`config.mk`:
```
export PLATFORM = sky130hd
export DESIGN_NAME = lcd_bus_receiver
export DESIGN_NICKNAME = d
export VERILOG_FILES = /design/src/rtl/lcd_bus_receiver.sv
export SDC_FILE = /design/constraint.sdc
export NUM_CORES = 1
export LEC_CHECK = 0
export ABC_AREA = 1
export CAP_MARGIN = 20
export CELL_PAD_IN_SITES_DETAIL_PLACEMENT = 1
export CELL_PAD_IN_SITES_GLOBAL_PLACEMENT = 2
export CORE_UTILIZATION = 38
export CTS_CLUSTER_DIAMETER = 150
export DETAILED_ROUTE_END_ITERATION = 6
export HOLD_SLACK_MARGIN = 0.03
export PLACE_DENSITY_LB_ADDON = 0.1
export SETUP_SLACK_MARGIN = 0.05
export SYNTH_ARGS = -nofsm -noshare
export SYNTH_HDL_FRONTEND = slang
export SYNTH_SLANG_ARGS = --single-unit
export TNS_END_PERCENT = 20
```
`constraint.sdc`:
```
create_clock -name clk -period 16 [get_ports clk]
set_input_delay 4.8 -clock clk [delete_from_list [all_inputs] [get_ports clk]]
set_output_delay 4.8 -clock clk [all_outputs]
set_load 0.1 [all_outputs]
```
`src/rtl/lcd_bus_receiver.sv`:
```
// HD44780-style 8-bit bus receiver: snoops controller writes on the LCD bus,
// keeps a 2x16 shadow of the visible characters and flags protocol faults.
module lcd_bus_receiver #(
    parameter int unsigned T_E_MIN    = 20,
    parameter int unsigned T_BUSY_STD = 2000,
    parameter int unsigned T_BUSY_CLR = 80000
) (
    input  logic       clk,
    input  logic       rst,
    input  logic       lcd_e,
    input  logic       lcd_rs,
    input  logic       lcd_rw,
    input  logic [7:0] lcd_data,
    input  logic [4:0] rd_addr,
    output logic [7:0] rd_char,
    output logic       ready,
    output logic       display_on,
    output logic       cmd_strobe,
    output logic       data_strobe,
    output logic       frame_done,
    output logic       err_timing,
    output logic       err_pulse,
    output logic       err_rw
);

    localparam int unsigned BUSY_MAX = (T_BUSY_CLR > T_BUSY_STD) ? T_BUSY_CLR : T_BUSY_STD;
    localparam int unsigned BW       = $clog2(BUSY_MAX + 2);
    localparam int unsigned EW       = $clog2(T_E_MIN + 2);

    localparam logic [BW-1:0] BUSY_STD = BW'(T_BUSY_STD);
    localparam logic [BW-1:0] BUSY_CLR = BW'(T_BUSY_CLR);
    localparam logic [EW-1:0] E_MIN    = EW'(T_E_MIN);

    typedef enum logic [1:0] {
        S_UNINIT,
        S_IDLE,
        S_BUSY
    } state_t;

    state_t        state_q, state_d;

    logic          e_q, rs_q, rw_q;
    logic [7:0]    data_q;
    logic [EW-1:0] e_cnt;
    logic          fall;

    logic          pend_valid, pend_short, pend_rs, pend_rw;
    logic [7:0]    pend_data;

    logic [BW-1:0] busy_cnt;
    logic          accept;
    logic          set_err_pulse, set_err_timing, set_err_rw;
    logic [BW-1:0] busy_load;

    logic [7:0]    buffer [32];
    logic [6:0]    ac, ac_step;
    logic          inc;
    logic          cgram_mode;
    logic          store_hit;
    logic [4:0]    store_idx;

    assign fall    = e_q & ~lcd_e;
    assign ready   = (state_q != S_UNINIT);
    assign rd_char = buffer[rd_addr];

    // Single register stage on the raw bus; the transfer uses the values held while E was high.
    always_ff @(posedge clk or posedge rst) begin
        if (rst) begin
            e_q    <= 1'b0;
            rs_q   <= 1'b0;
            rw_q   <= 1'b0;
            data_q <= '0;
        end else begin
            e_q    <= lcd_e;
            rs_q   <= lcd_rs;
            rw_q   <= lcd_rw;
            data_q <= lcd_data;
        end
    end

    // E-high width counter, saturating at the minimum so only "too short" matters.
    always_ff @(posedge clk or posedge rst) begin
        if (rst) begin
            e_cnt <= '0;
        end else if (!lcd_e) begin
            e_cnt <= '0;
        end else if (e_cnt != E_MIN) begin
            e_cnt <= e_cnt + 1'b1;
        end
    end

    // Latch a detected transfer so all effects land two cycles after E drops.
    always_ff @(posedge clk or posedge rst) begin
        if (rst) begin
            pend_valid <= 1'b0;
            pend_short <= 1'b0;
            pend_rs    <= 1'b0;
            pend_rw    <= 1'b0;
            pend_data  <= '0;
        end else begin
            pend_valid <= fall;
            pend_short <= (e_cnt < E_MIN);
            pend_rs    <= rs_q;
            pend_rw    <= rw_q;
            pend_data  <= data_q;
        end
    end

    // FSM state register.
    always_ff @(posedge clk or posedge rst) begin
        if (rst) begin
            state_q <= S_UNINIT;
        end else begin
            state_q <= state_d;
        end
    end

    // Transfer qualification and next-state logic; faults are checked before acceptance.
    always_comb begin
        state_d        = state_q;
        accept         = 1'b0;
        set_err_pulse  = 1'b0;
        set_err_timing = 1'b0;
        set_err_rw     = 1'b0;
        if (pend_valid) begin
            if (pend_short) begin
                set_err_pulse = 1'b1;
            end else if (busy_cnt != '0) begin
                set_err_timing = 1'b1;
            end else if (pend_rw) begin
                set_err_rw = 1'b1;
            end else if (state_q != S_UNINIT ||
                         (!pend_rs && pend_data[7:5] == 3'b001 && pend_data[3])) begin
                accept = 1'b1;
            end
        end
        case (state_q)
            S_UNINIT: if (accept) state_d = S_BUSY;
            S_IDLE:   if (accept) state_d = S_BUSY;
            S_BUSY:   if (busy_cnt <= BW'(1)) state_d = S_IDLE;
            default:  state_d = S_UNINIT;
        endcase
    end

    // Busy window length: clear and return-home are the slow commands.
    always_comb begin
        busy_load = BUSY_STD;
        if (!pend_rs && pend_data[7:2] == 6'b000000 && pend_data[1:0] != 2'b00) begin
            busy_load = BUSY_CLR;
        end
    end

    // Busy countdown, reloaded by every accepted transfer.
    always_ff @(posedge clk or posedge rst) begin
        if (rst) begin
            busy_cnt <= '0;
        end else if (accept) begin
            busy_cnt <= busy_load;
        end else if (busy_cnt != '0) begin
            busy_cnt <= busy_cnt - 1'b1;
        end
    end

    // DDRAM address to shadow index mapping and 2-line address counter stepping.
    always_comb begin
        store_hit = 1'b0;
        store_idx = '0;
        if (ac[6:4] == 3'b000) begin
            store_hit = 1'b1;
            store_idx = {1'b0, ac[3:0]};
        end else if (ac[6:4] == 3'b100) begin
            store_hit = 1'b1;
            store_idx = {1'b1, ac[3:0]};
        end
        if (inc) begin
            if (ac == 7'h27)      ac_step = 7'h40;
            else if (ac == 7'h67) ac_step = 7'h00;
            else                  ac_step = ac + 1'b1;
        end else begin
            if (ac == 7'h00)      ac_step = 7'h67;
            else if (ac == 7'h40) ac_step = 7'h27;
            else                  ac_step = ac - 1'b1;
        end
    end

    // Apply accepted transfers: shadow buffer, AC, mode bits, strobes and sticky errors.
    always_ff @(posedge clk or posedge rst) begin
        if (rst) begin
            for (int unsigned i = 0; i < 32; i++) begin
                buffer[i] <= 8'h20;
            end
            ac          <= '0;
            inc         <= 1'b1;
            cgram_mode  <= 1'b0;
            display_on  <= 1'b0;
            cmd_strobe  <= 1'b0;
            data_strobe <= 1'b0;
            frame_done  <= 1'b0;
            err_timing  <= 1'b0;
            err_pulse   <= 1'b0;
            err_rw      <= 1'b0;
        end else begin
            cmd_strobe  <= 1'b0;
            data_strobe <= 1'b0;
            frame_done  <= 1'b0;
            if (set_err_pulse)  err_pulse  <= 1'b1;
            if (set_err_timing) err_timing <= 1'b1;
            if (set_err_rw)     err_rw     <= 1'b1;
            if (accept) begin
                if (pend_rs) begin
                    data_strobe <= 1'b1;
                    if (!cgram_mode && store_hit) begin
                        buffer[store_idx] <= pend_data;
                        frame_done        <= (store_idx == 5'd31);
                    end
                    ac <= ac_step;
                end else begin
                    cmd_strobe <= 1'b1;
                    casez (pend_data)
                        8'b1???????: begin
                            ac         <= pend_data[6:0];
                            cgram_mode <= 1'b0;
                        end
                        8'b01??????: cgram_mode <= 1'b1;
                        8'b001?????: ;
                        8'b0001????: ;
                        8'b00001???: display_on <= pend_data[2];
                        8'b000001??: inc <= pend_data[1];
                        8'b0000001?: ac <= '0;
                        8'b00000001: begin
                            for (int unsigned i = 0; i < 32; i++) begin
                                buffer[i] <= 8'h20;
                            end
                            ac  <= '0;
                            inc <= 1'b1;
                        end
                        default: ;
                    endcase
                end
            end
        end
    end

endmodule

```
* After elaboration in Yosys (flattened, before gate mapping)
Index checks and enable logic that the tools add are counted.
** Cells by class
- Bitwise operators :: 5
- Eq/ne operators :: 18
- Reduce and logical (&&, ||, !) cells :: 29
- Mux-type cells :: 51
- $lt $le $gt $ge :: 5
- Add/sub/neg operators :: 4
** Operator list (number)
- $mux W256 :: 3
- $bwmux W256 :: 1
- $mux W17 :: 3
- $mux W7 :: 6
- $bmux W8 S5 :: 1
- $demux W8 S5 :: 1
- $mux W8 :: 3
- $mux W1 :: 23
- $mux W5 :: 4
- $le A17 B1 Y1 const B :: 1
- $reduce_bool A17 Y1 :: 1
- $sub A17 B1 Y17 const B :: 1
- $eq A7 B7 Y1 const B :: 2
- $pmux W7 S2 :: 1
- $ge A6 B6 Y1 const B :: 2
- $not A5 Y6 :: 2
- $reduce_and A3 Y1 :: 4
- $reduce_bool A2 Y1 :: 6
- $eq A8 B1 Y1 const B :: 1
- $add A7 B1 Y7 const B :: 1
- $eq A7 B1 Y1 const B :: 1
- $eq A7 B6 Y1 const B :: 1
- $logic_not A7 Y1 :: 1
- $sub A7 B1 Y7 const B :: 1
- 27 further kinds :: 41
** Word-level totals
- Output and inout port bits :: 16
- Logic and storage cells :: 166
- Bits of input ports :: 18
- Register bits after elaboration :: 319

* Depth between registers and ports, before layout
Gate-level depths: netlist (run 1).
- Depth in word-level cells :: 11
- Depth in mapped cells :: 12
- Gate-level depth less buffers :: 11

* Least setup slack after synthesis (run 1)
OpenSTA, ideal clock, no wires.
- Path type :: input-to-output
- From :: input rd_addr[0]
- To :: output rd_char[4]
- Buffers on the path :: 2
- Cell stages on the path :: 11
- Arrival time :: 7244 ps
- Data required time :: 11200 ps
- Path slack :: 3956 ps
- Cell sequence :: inv_1 -> clkbuf_1 -> clkbuf_1 -> nand2_1 -> nand3_1 -> nand3_1 -> nand2_1 -> nand2_1 -> nand2_1 -> nor2_1 -> a21oi_1
** Between the ends
- Word-level cells in the longest chain between the ends :: 4
** Ends and longest elaborated chain
- from (decl) :: line 14 : input logic [4:0] rd_addr,
- $not A5 Y6 (not written as such) :: line 64 : assign rd_char = buffer[rd_addr];
- $bmux W8 S5 :: line 64
- $mux W8 (not written as such) (2 in a row) :: line 64
- to (decl) :: line 15 : output logic [7:0] rd_char,
No other way between the ends. The select of a mux whose other input is x is not followed.

* Worst setup path in the final report (run 1)
- From :: input rd_addr[0]
- To :: output rd_char[3]
The elaborated chain is that of the path after synthesis.

==> results by group, run 1 <==
Route
  – Vias: around 16k
  – Final WL: 63200 um
  – First-pass DRT Iterations: 5
  – Remaining antenna violation count: 0
  – Iteration-0 DRC count of the detailed router: 1158
  – DRC: 0
  – Via-to-Cell Ratio: about 5.7
  – Post-DR wirelength/cell: 22.6 um

Clock network
  – Clock Pin Slew Worst Setup and Hold Paths: 0.06 ns
  – Maximum clock path buffer count: 3
  – CTS buffer count: 40
  – Post CTS Setup Buffer Count: 0
  – CTS tree: built
  – Clock sinks: approximately 320
  – Clock Tree Root: clkbuf_16
  – CTS resizes: 0
  – # hold bufs at CTS: 0
  – Skew-Pair Late Insertion Delay: 0.58 ns
  – H-Tree Depth: 2

Die
  – Die X: 215 um
  – Core box area: ~45000 um^2
  – Die area: between 40000 and 50000 um^2
  – Die Ht: 215 um
  – Rows: between 70 and 80
  – Initial Util: 0.388
  – I/O pin cnt: 34

Finish
  – Filler instances: 5429
  – Layout cell share with drive strength beyond 1: 0.0879
  – Storage cell area: 8030 um^2
  – Ant. Diodes: 0
  – Synth-to-layout area growth: 10.6%
  – Final-stage net count: around 2.2k
  – Area of the multi-input gates: 8180 um^2

Logic synthesis
  – Post-Synth Adder-Cell Area: 0.00506
  – Mean post-synth cell area: 7.76 um^2
  – Distinct cells, synth: between 40 and 50
  – Post-synth EDFFs: 0
  – Synth Area in XOR/XNOR: 0.00506
  – Largest family of logic cells by synthesized area: simple AND/OR/NAND/NOR gates
  – #FFs+latches synth: 319
  – Fraction of registers with async set/reset: 1.00
  – Synth Instances: roughly 2.2k
  – Ys Warns: 0
  – Sequential share of the synthesized area: 0.463
  – Main synth FF type: dfrtp_1
  – Syn nets: 2256
  – Mapped Area: between 15000 and 20000 um^2
  – Complex-gate fraction of the synthesized area: 0.0393
  – Area share of and/or/nand/nor cells after synthesis: 0.423
  – Fraction of synthesized area in multiplexers: 0

STA
  – Final worst path period need: around 13 ns
  – Slew Limit Fails: 80
  – Worst-margin pin slew: 1.60 ns
  – Unrepaired setup endpoints after global routing: no
  – Setup TNS: 0 ns
  – Max_slew headroom: -0.0669
  – Max Fclk: 74.8 MHz
  – Final hold vios: 0
  – Setup Viol. Count Final: 0
  – Layout Skew: 0.0255 ns
  – Final period utilization: 0.836
  – Hold_ws: between 0.3 and 0.4 ns

Setup path
  – Critical Path RT: 11.20 ns
  – Worst Path Arrival: 8.58 ns
  – CP Capture Type: output pin
  – Worst r2r dst: buffer[43]
  – R2R Setup Slk: 11.54 ns
  – Worst Setup SP: rd_addr[0]
  – Worst-path maximum fanout: 64
  – CP startpoint kind: input pin
  – Worst Reg2Reg Path Length in Cells: 12
  – CP Class: in -> out
  – RR Startpoint: pend_data[3]

Worst hold path
  – Hold Crit Depth: 0
  – Worst Hold Path EP: pend_data[2]
  – Worst hold start: data_q[2]
  – HP Class: reg -> reg

Power and ir drop
  – Leakage: 9.39 nW
  – Max rail drop VDD: 0.0677 mV
  – PwrDens: 97.5 nW/um^2

GRT
  – Pin count of the biggest net entering global routing: ~230
  – Total GRT Usage: 0.278
  – Initial antenna violation count: 1
  – First-pass GRT wire length: 101000 um
  – Vias in the first global route: 16.6k
  – Remaining Overflow, GRT: 0

Place
  – RePlAce Congestion: just over 0.8
  – Port Buffers: 33
  – Hpwl dp: 37300 um

Job
  – Max-cap viol count: 0

Outcome
  – Status: finished with violations
  – Failing checks: max-slew violations
[kinds of logic (layout without fill, tap and decap cells)]
kind of cell             after synthesis  count (layout)
XOR/XNOR                              10              10
flip-flops                           319             319
AND/OR/NAND/NOR                     1524            1524
adder cells (fa/ha/maj)                7               7
buffers and inverters                245             220
AO/OA/AOI/OAI                        126             126
[area by class of cell]
type,instances,share of cell area
Clock inverter,10,0.00562
Tap cell,592,0.0387
Sequential cell,319,0.419
Timing Repair Buffer,60,0.0298
Clock buffer,63,0.0621
Inverter,87,0.0176
Multi-Input combinational cell,1667,0.427
[worst max-delay path, stage by stage]
cell	delay, ns
buf_4	0.32
inv_4	0.67
buf_4	0.50
nand2_1	0.11
nand3_1	0.13
nand3_1	0.14
a21oi_1	0.22
nor2_1	0.07
a21oi_1	0.31
clkdlybuf4s50_1	1.22
[report_power, final]
| group | switching (mW) | leakage (nW) | internal [mW] | total [mW] |
|---|---|---|---|---|
| Clock | 0.378 | 0.640 | 0.542 | 0.920 |
| Sequential | 0.00155 | 4.27 | 0.811 | 0.813 |
| Combinational | 0.111 | 4.48 | 0.0247 | 0.136 |
[cells in the mapped netlist, types with 2 or more instances]
master | number | area (um^2)
clkbuf_1 | 96 | 360
nand4_4 | 27 | 574
xor2_1 | 5 | 43.8
inv_1 | 79 | 297
nand4_1 | 268 | 1680
o21ai_1 | 23 | 115
nor2_1 | 82 | 308
o21ai_0 | 23 | 115
nand2_1 | 907 | 3400
buf_2 | 18 | 90.1
nor2_8 | 2 | 40.0
nand4_2 | 5 | 62.6
buf_6 | 17 | 191
nor2_4 | 6 | 67.6
nand3_1 | 206 | 1030
xnor2_1 | 5 | 43.8
dfrtp_1 | 286 | 7160
a21o_1 | 2 | 15.0
inv_2 | 7 | 26.3
nor2_2 | 6 | 37.5
nor3_1 | 3 | 15.0
a21oi_1 | 64 | 320
o31ai_1 | 9 | 67.6
dfstp_2 | 33 | 867
nor4_1 | 2 | 12.5
nand2_2 | 3 | 18.8
ha_1 | 7 | 87.6
nand2_4 | 2 | 22.5
buf_4 | 10 | 75.1
buf_1 | 16 | 60.1
[cells in the final DEF (no fill, tap or decap), types with 3 or more instances in the layout]
cell type / instances
xor2_1: 5
o31ai_1: 9
nor3_1: 3
dfrtp_1: 281
o21ai_0: 23
nand4_2: 5
clkinv_2: 6
clkbuf_8: 8
nand4_4: 27
dfrtp_2: 5
a21oi_1: 64
dfstp_2: 33
inv_2: 7
nor2_1: 81
ha_1: 7
nor2_4: 6
clkdlybuf4s50_1: 31
xnor2_1: 5
clkbuf_16: 41
nand2_1: 906
nand3_1: 206
inv_1: 77
clkbuf_1: 14
nand4_1: 268
nor2_2: 7
o21ai_1: 23
buf_4: 25
nand2_2: 4
[sequential cells by signal (all words and copies together), names as in the netlist, 2 cells and up]
| name | count |
|---|---|
| pend_data | 8 |
| busy_cnt | 17 |
| data_q | 8 |
| ac | 7 |
| buffer | 256 |
| state_q | 2 |
| e_cnt | 5 |
[worst max-delay path by stage]
stage | endpoint | slack (ns) | cells after the start
4_1_cts | rd_char[3] | 2.67 | 10
3_3_place_gp | rd_char[0] | 2.66 | 10
5_1_grt | rd_char[3] | 2.45 | 10
3_5_place_dp | rd_char[3] | 2.68 | 10
2_1_floorplan | ac[0] | 2.43 | 1
6_report | rd_char[3] | 2.62 | 10
[per-layer routing]
layer	GRT usage	wire length (um)	vias to the layer above	part of all wire
met5	0	13	-	0.00021
met4	0.0806	1510	2	0.024
met3	0.0337	2500	90	0.040
met2	0.455	29800	319	0.47
met1	0.385	29300	8155	0.46
li1	-	-	7404	-
[through the flow]
stage          worst slack, ns  power (mW)   util  area [um^2]  cells
5_1_grt                   2.45        1.92  0.429        19200   2798
6_report                  2.62        1.87  0.429        19200   2798
2_1_floorplan             2.43       0.913      -        17300   2231
3_3_place_gp              2.66       0.963  0.400        17800   2724
3_5_place_dp              2.68       0.963  0.400        17800   2724
4_1_cts                   2.67        1.89  0.429        19100   2797
Note: power is estimated with default switching activity, not from simulation.
==> run 2, diff against run 1 <==
CORE_UTILIZATION = 34   (was 38)
clock period = 11.2 ns   (was 16 ns; I/O delays follow)
==> run 2 against run 1 <==
  * The run now ends clean
  * Non-clock buffer count did not move
  * Critical path depth rose by 2
  * Combinational power rose by 38%
  * Clock-buffer cell count rose by 7
  * Critical endpoint is now rd_char[4]
  * Largest cell class unchanged
  * Global-route usage fell by 2.3 points
  * Sequential cell count did not move
  * Via count fell by 0.41%
  * Clock skew fell by 0.0076 ns
  * Sequential power rose by 43%
  * Highest routed layer is now met4
  * Routed wire length rose by 1.3%
  * Setup slack got worse by 0.80 ns
==> results by group, run 2 (synthesized netlist as in run 1, its figures left out) <==
Outcome
  – Status: complete, no violations

Finish
  – Commonest non-fill, non-tap cells in the layout: 907 x nand2_1, 280 x dfrtp_1, 268 x nand4_1
  – Layout cell share with drive strength beyond 1: 0.0905 (+0.00256)
  – Max FFs per register: 256 (unchanged)
  – Finished Cell Area: 19200 um^2 (+0.41%)
  – Final-stage net count: 2202 (+0.091%)
  – Storage cell area: 8030 um^2 (about the same)
  – Post-route insts no fill: 2882 (+3.0%)
  – Filler instances: 6105 (+12%)
  – Synth-to-layout area growth: 11.1%
  – Area of the multi-input gates: 8180 um^2 (about the same)
  – Largest regs: buffer (256), busy_cnt (17)
  – Ant. Diodes: 0 (unchanged)
  – Top reg by flops: buffer
  – Most common cell after layout, fill and taps aside: nand2_1

Route
  – Remaining antenna violation count: 0 (unchanged)
  – Post-DR wirelength/cell: 22.2 um (-1.6%)
  – Final WL: 64000 um (+1.3%)
  – Iteration-0 DRC count of the detailed router: 1209 (+4.4%)
  – Via-to-Cell Ratio: 5.52 (-3.3%)
  – DRC: 0 (unchanged)
  – Vias: 15.9k (-0.41%)
  – First-pass DRT Iterations: 5 (unchanged)

Die
  – Die X: 228 um (+5.7%)
  – Initial Util: 0.345 (-0.0431)
  – Die area: 51800 um^2 (+12%)
  – Die Ht: 228 um (+5.7%)
  – Rows: 82 (+6.5%)
  – Core box area: 50200 um^2 (+12%)
  – I/O pin cnt: 34 (unchanged)

STA
  – Final worst path period need: 9.37 ns
  – Setup TNS: 0 ns (unchanged)
  – Final period utilization: 0.837
  – Setup Viol. Count Final: 0 (unchanged)
  – Max_slew headroom: 0.241 (+0.308)
  – Final hold vios: 0 (unchanged)
  – Max Fclk: 107 MHz
  – Layout Skew: 0.0178 ns (-0.00764 ns)
  – Slew Limit Fails: 0 (-100%)
  – Worst-margin pin slew: 1.14 ns (-0.462 ns)
  – Unrepaired setup endpoints after global routing: no

Power and ir drop
  – Share of total power in the clock network: 0.492 (about the same)
  – Switching power: 707 uW (+44%)
  – PwrDens: 138 nW/um^2 (+42%)
  – Leakage: 9.38 nW (about the same)
  – Max rail drop VDD: 0.116 mV (+71%)
  – Logic gate share of total power: 0.071 (-0.002)
  – Pint: 1.95 mW (+42%)
  – Flop pwr share: 0.438 (+0.003)
  – Sw Ratio: 0.266 (+0.00340)

Clock network
  – CTS buffer count: 42 (+5.0%)
  – Skew-Pair Late Insertion Delay: 0.57 ns (about the same)
  – Maximum clock path buffer count: 3 (unchanged)
  – # hold bufs at CTS: 0 (unchanged)
  – Clock Tree Root: clkbuf_16
  – CTS resizes: 0 (unchanged)
  – Post CTS Setup Buffer Count: 0 (unchanged)
  – Clock sinks: 319 (unchanged)
  – H-Tree Depth: 2 (unchanged)
  – CTS tree: built
  – Clock Pin Slew Worst Setup and Hold Paths: 0.06 ns (about the same)

GRT
  – Total GRT Usage: 0.255 (-0.0233)
  – Remaining Overflow, GRT: 0 (unchanged)
  – Pin count of the biggest net entering global routing: 226 (unchanged)
  – Vias in the first global route: 16.4k (-1.4%)
  – First-pass GRT wire length: 101000 um (+0.25%)
  – Initial antenna violation count: 0 (-1)

Setup path
  – Critical Path RT: 7.84 ns (-3.36 ns)
  – CP Capture Type: output pin
  – Worst-path maximum fanout: 65 (+1.6%)
  – CP Class: in -> out
  – Worst Path Arrival: 6.01 ns (-2.57 ns)
  – CP startpoint kind: input pin

Place
  – Hpwl dp: 38100 um (+2.4%)
  – Port Buffers: 33 (unchanged)
  – DP Cell Count: 2805 (+3.0%)
  – RePlAce Congestion: 0.798 (-1.5%)
  – Placed inst area: 17900 um^2 (+0.60%)

Job
  – Max-cap viol count: 0 (unchanged)

Worst hold path
  – HP Class: reg -> reg
[run 2: power by group through the flow]
stage | clock (mW) | sequential, mW | combinational, mW
global route | 1.38 | 1.16 | 0.205
floorplan | 0 | 1.18 | 0.123
CTS | 1.34 | 1.16 | 0.192
finish | 1.31 | 1.16 | 0.188
global placement | 0 | 1.18 | 0.190
detailed placement | 0 | 1.18 | 0.191
[run 2: area by class of cell]
class                      instances  share of cell area
timing repair buffer              60              0.0289
tap                              672              0.0437
multi-input combinational       1667               0.425
inverter                          87              0.0173
sequential                       319               0.418
clock inverter                     7             0.00247
clock buffer                      70              0.0649
[run 2: path summary, 6_finish.rpt]
check                             start            to  slack [ns]  cells after the start
min in group asynchronous           rst    buffer[34]        3.29                      2
max in group asynchronous           rst  pend_data[7]        6.36                      3
hold / removal                data_q[0]  pend_data[0]        0.35                      0
setup / recovery             rd_addr[0]    rd_char[4]        1.83                     12
hold reg to reg               data_q[0]  pend_data[0]        0.35                      0
setup reg to reg           pend_data[3]   buffer[242]        7.27                     10
[run 2: per-stage QoR]
step                      hold WS [ns]  power, mW  setup WS (ns)   util
after floorplan                  0.331       1.30           2.04      -
after global placement           0.333       1.37           1.73  0.358
after detailed placement         0.335       1.38           1.74  0.358
after CTS                        0.349       2.70           1.73  0.383
after global routing             0.355       2.75           1.63  0.383
final                            0.346       2.66           1.83  0.383
[run 2: metal layers]
metal  up-vias  track usage  share of wire
li1       7429            -              -
met2       310        0.410           0.46
met3        86       0.0310          0.038
met4         0       0.0621          0.019
met1      8080        0.362           0.48
met5         -            0              0
[run 2: worst max-delay path: stages]
cell and delay [ns]:
buf_4 0.32, inv_4 0.67, buf_12 0.37, nand2_1 0.10, nand3_1 0.08, nand3_1 0.14, nand2_1 0.16, nand2_1 0.06
nand2_1 0.05, nor2_1 0.09, a21oi_1 0.22, buf_4 0.34
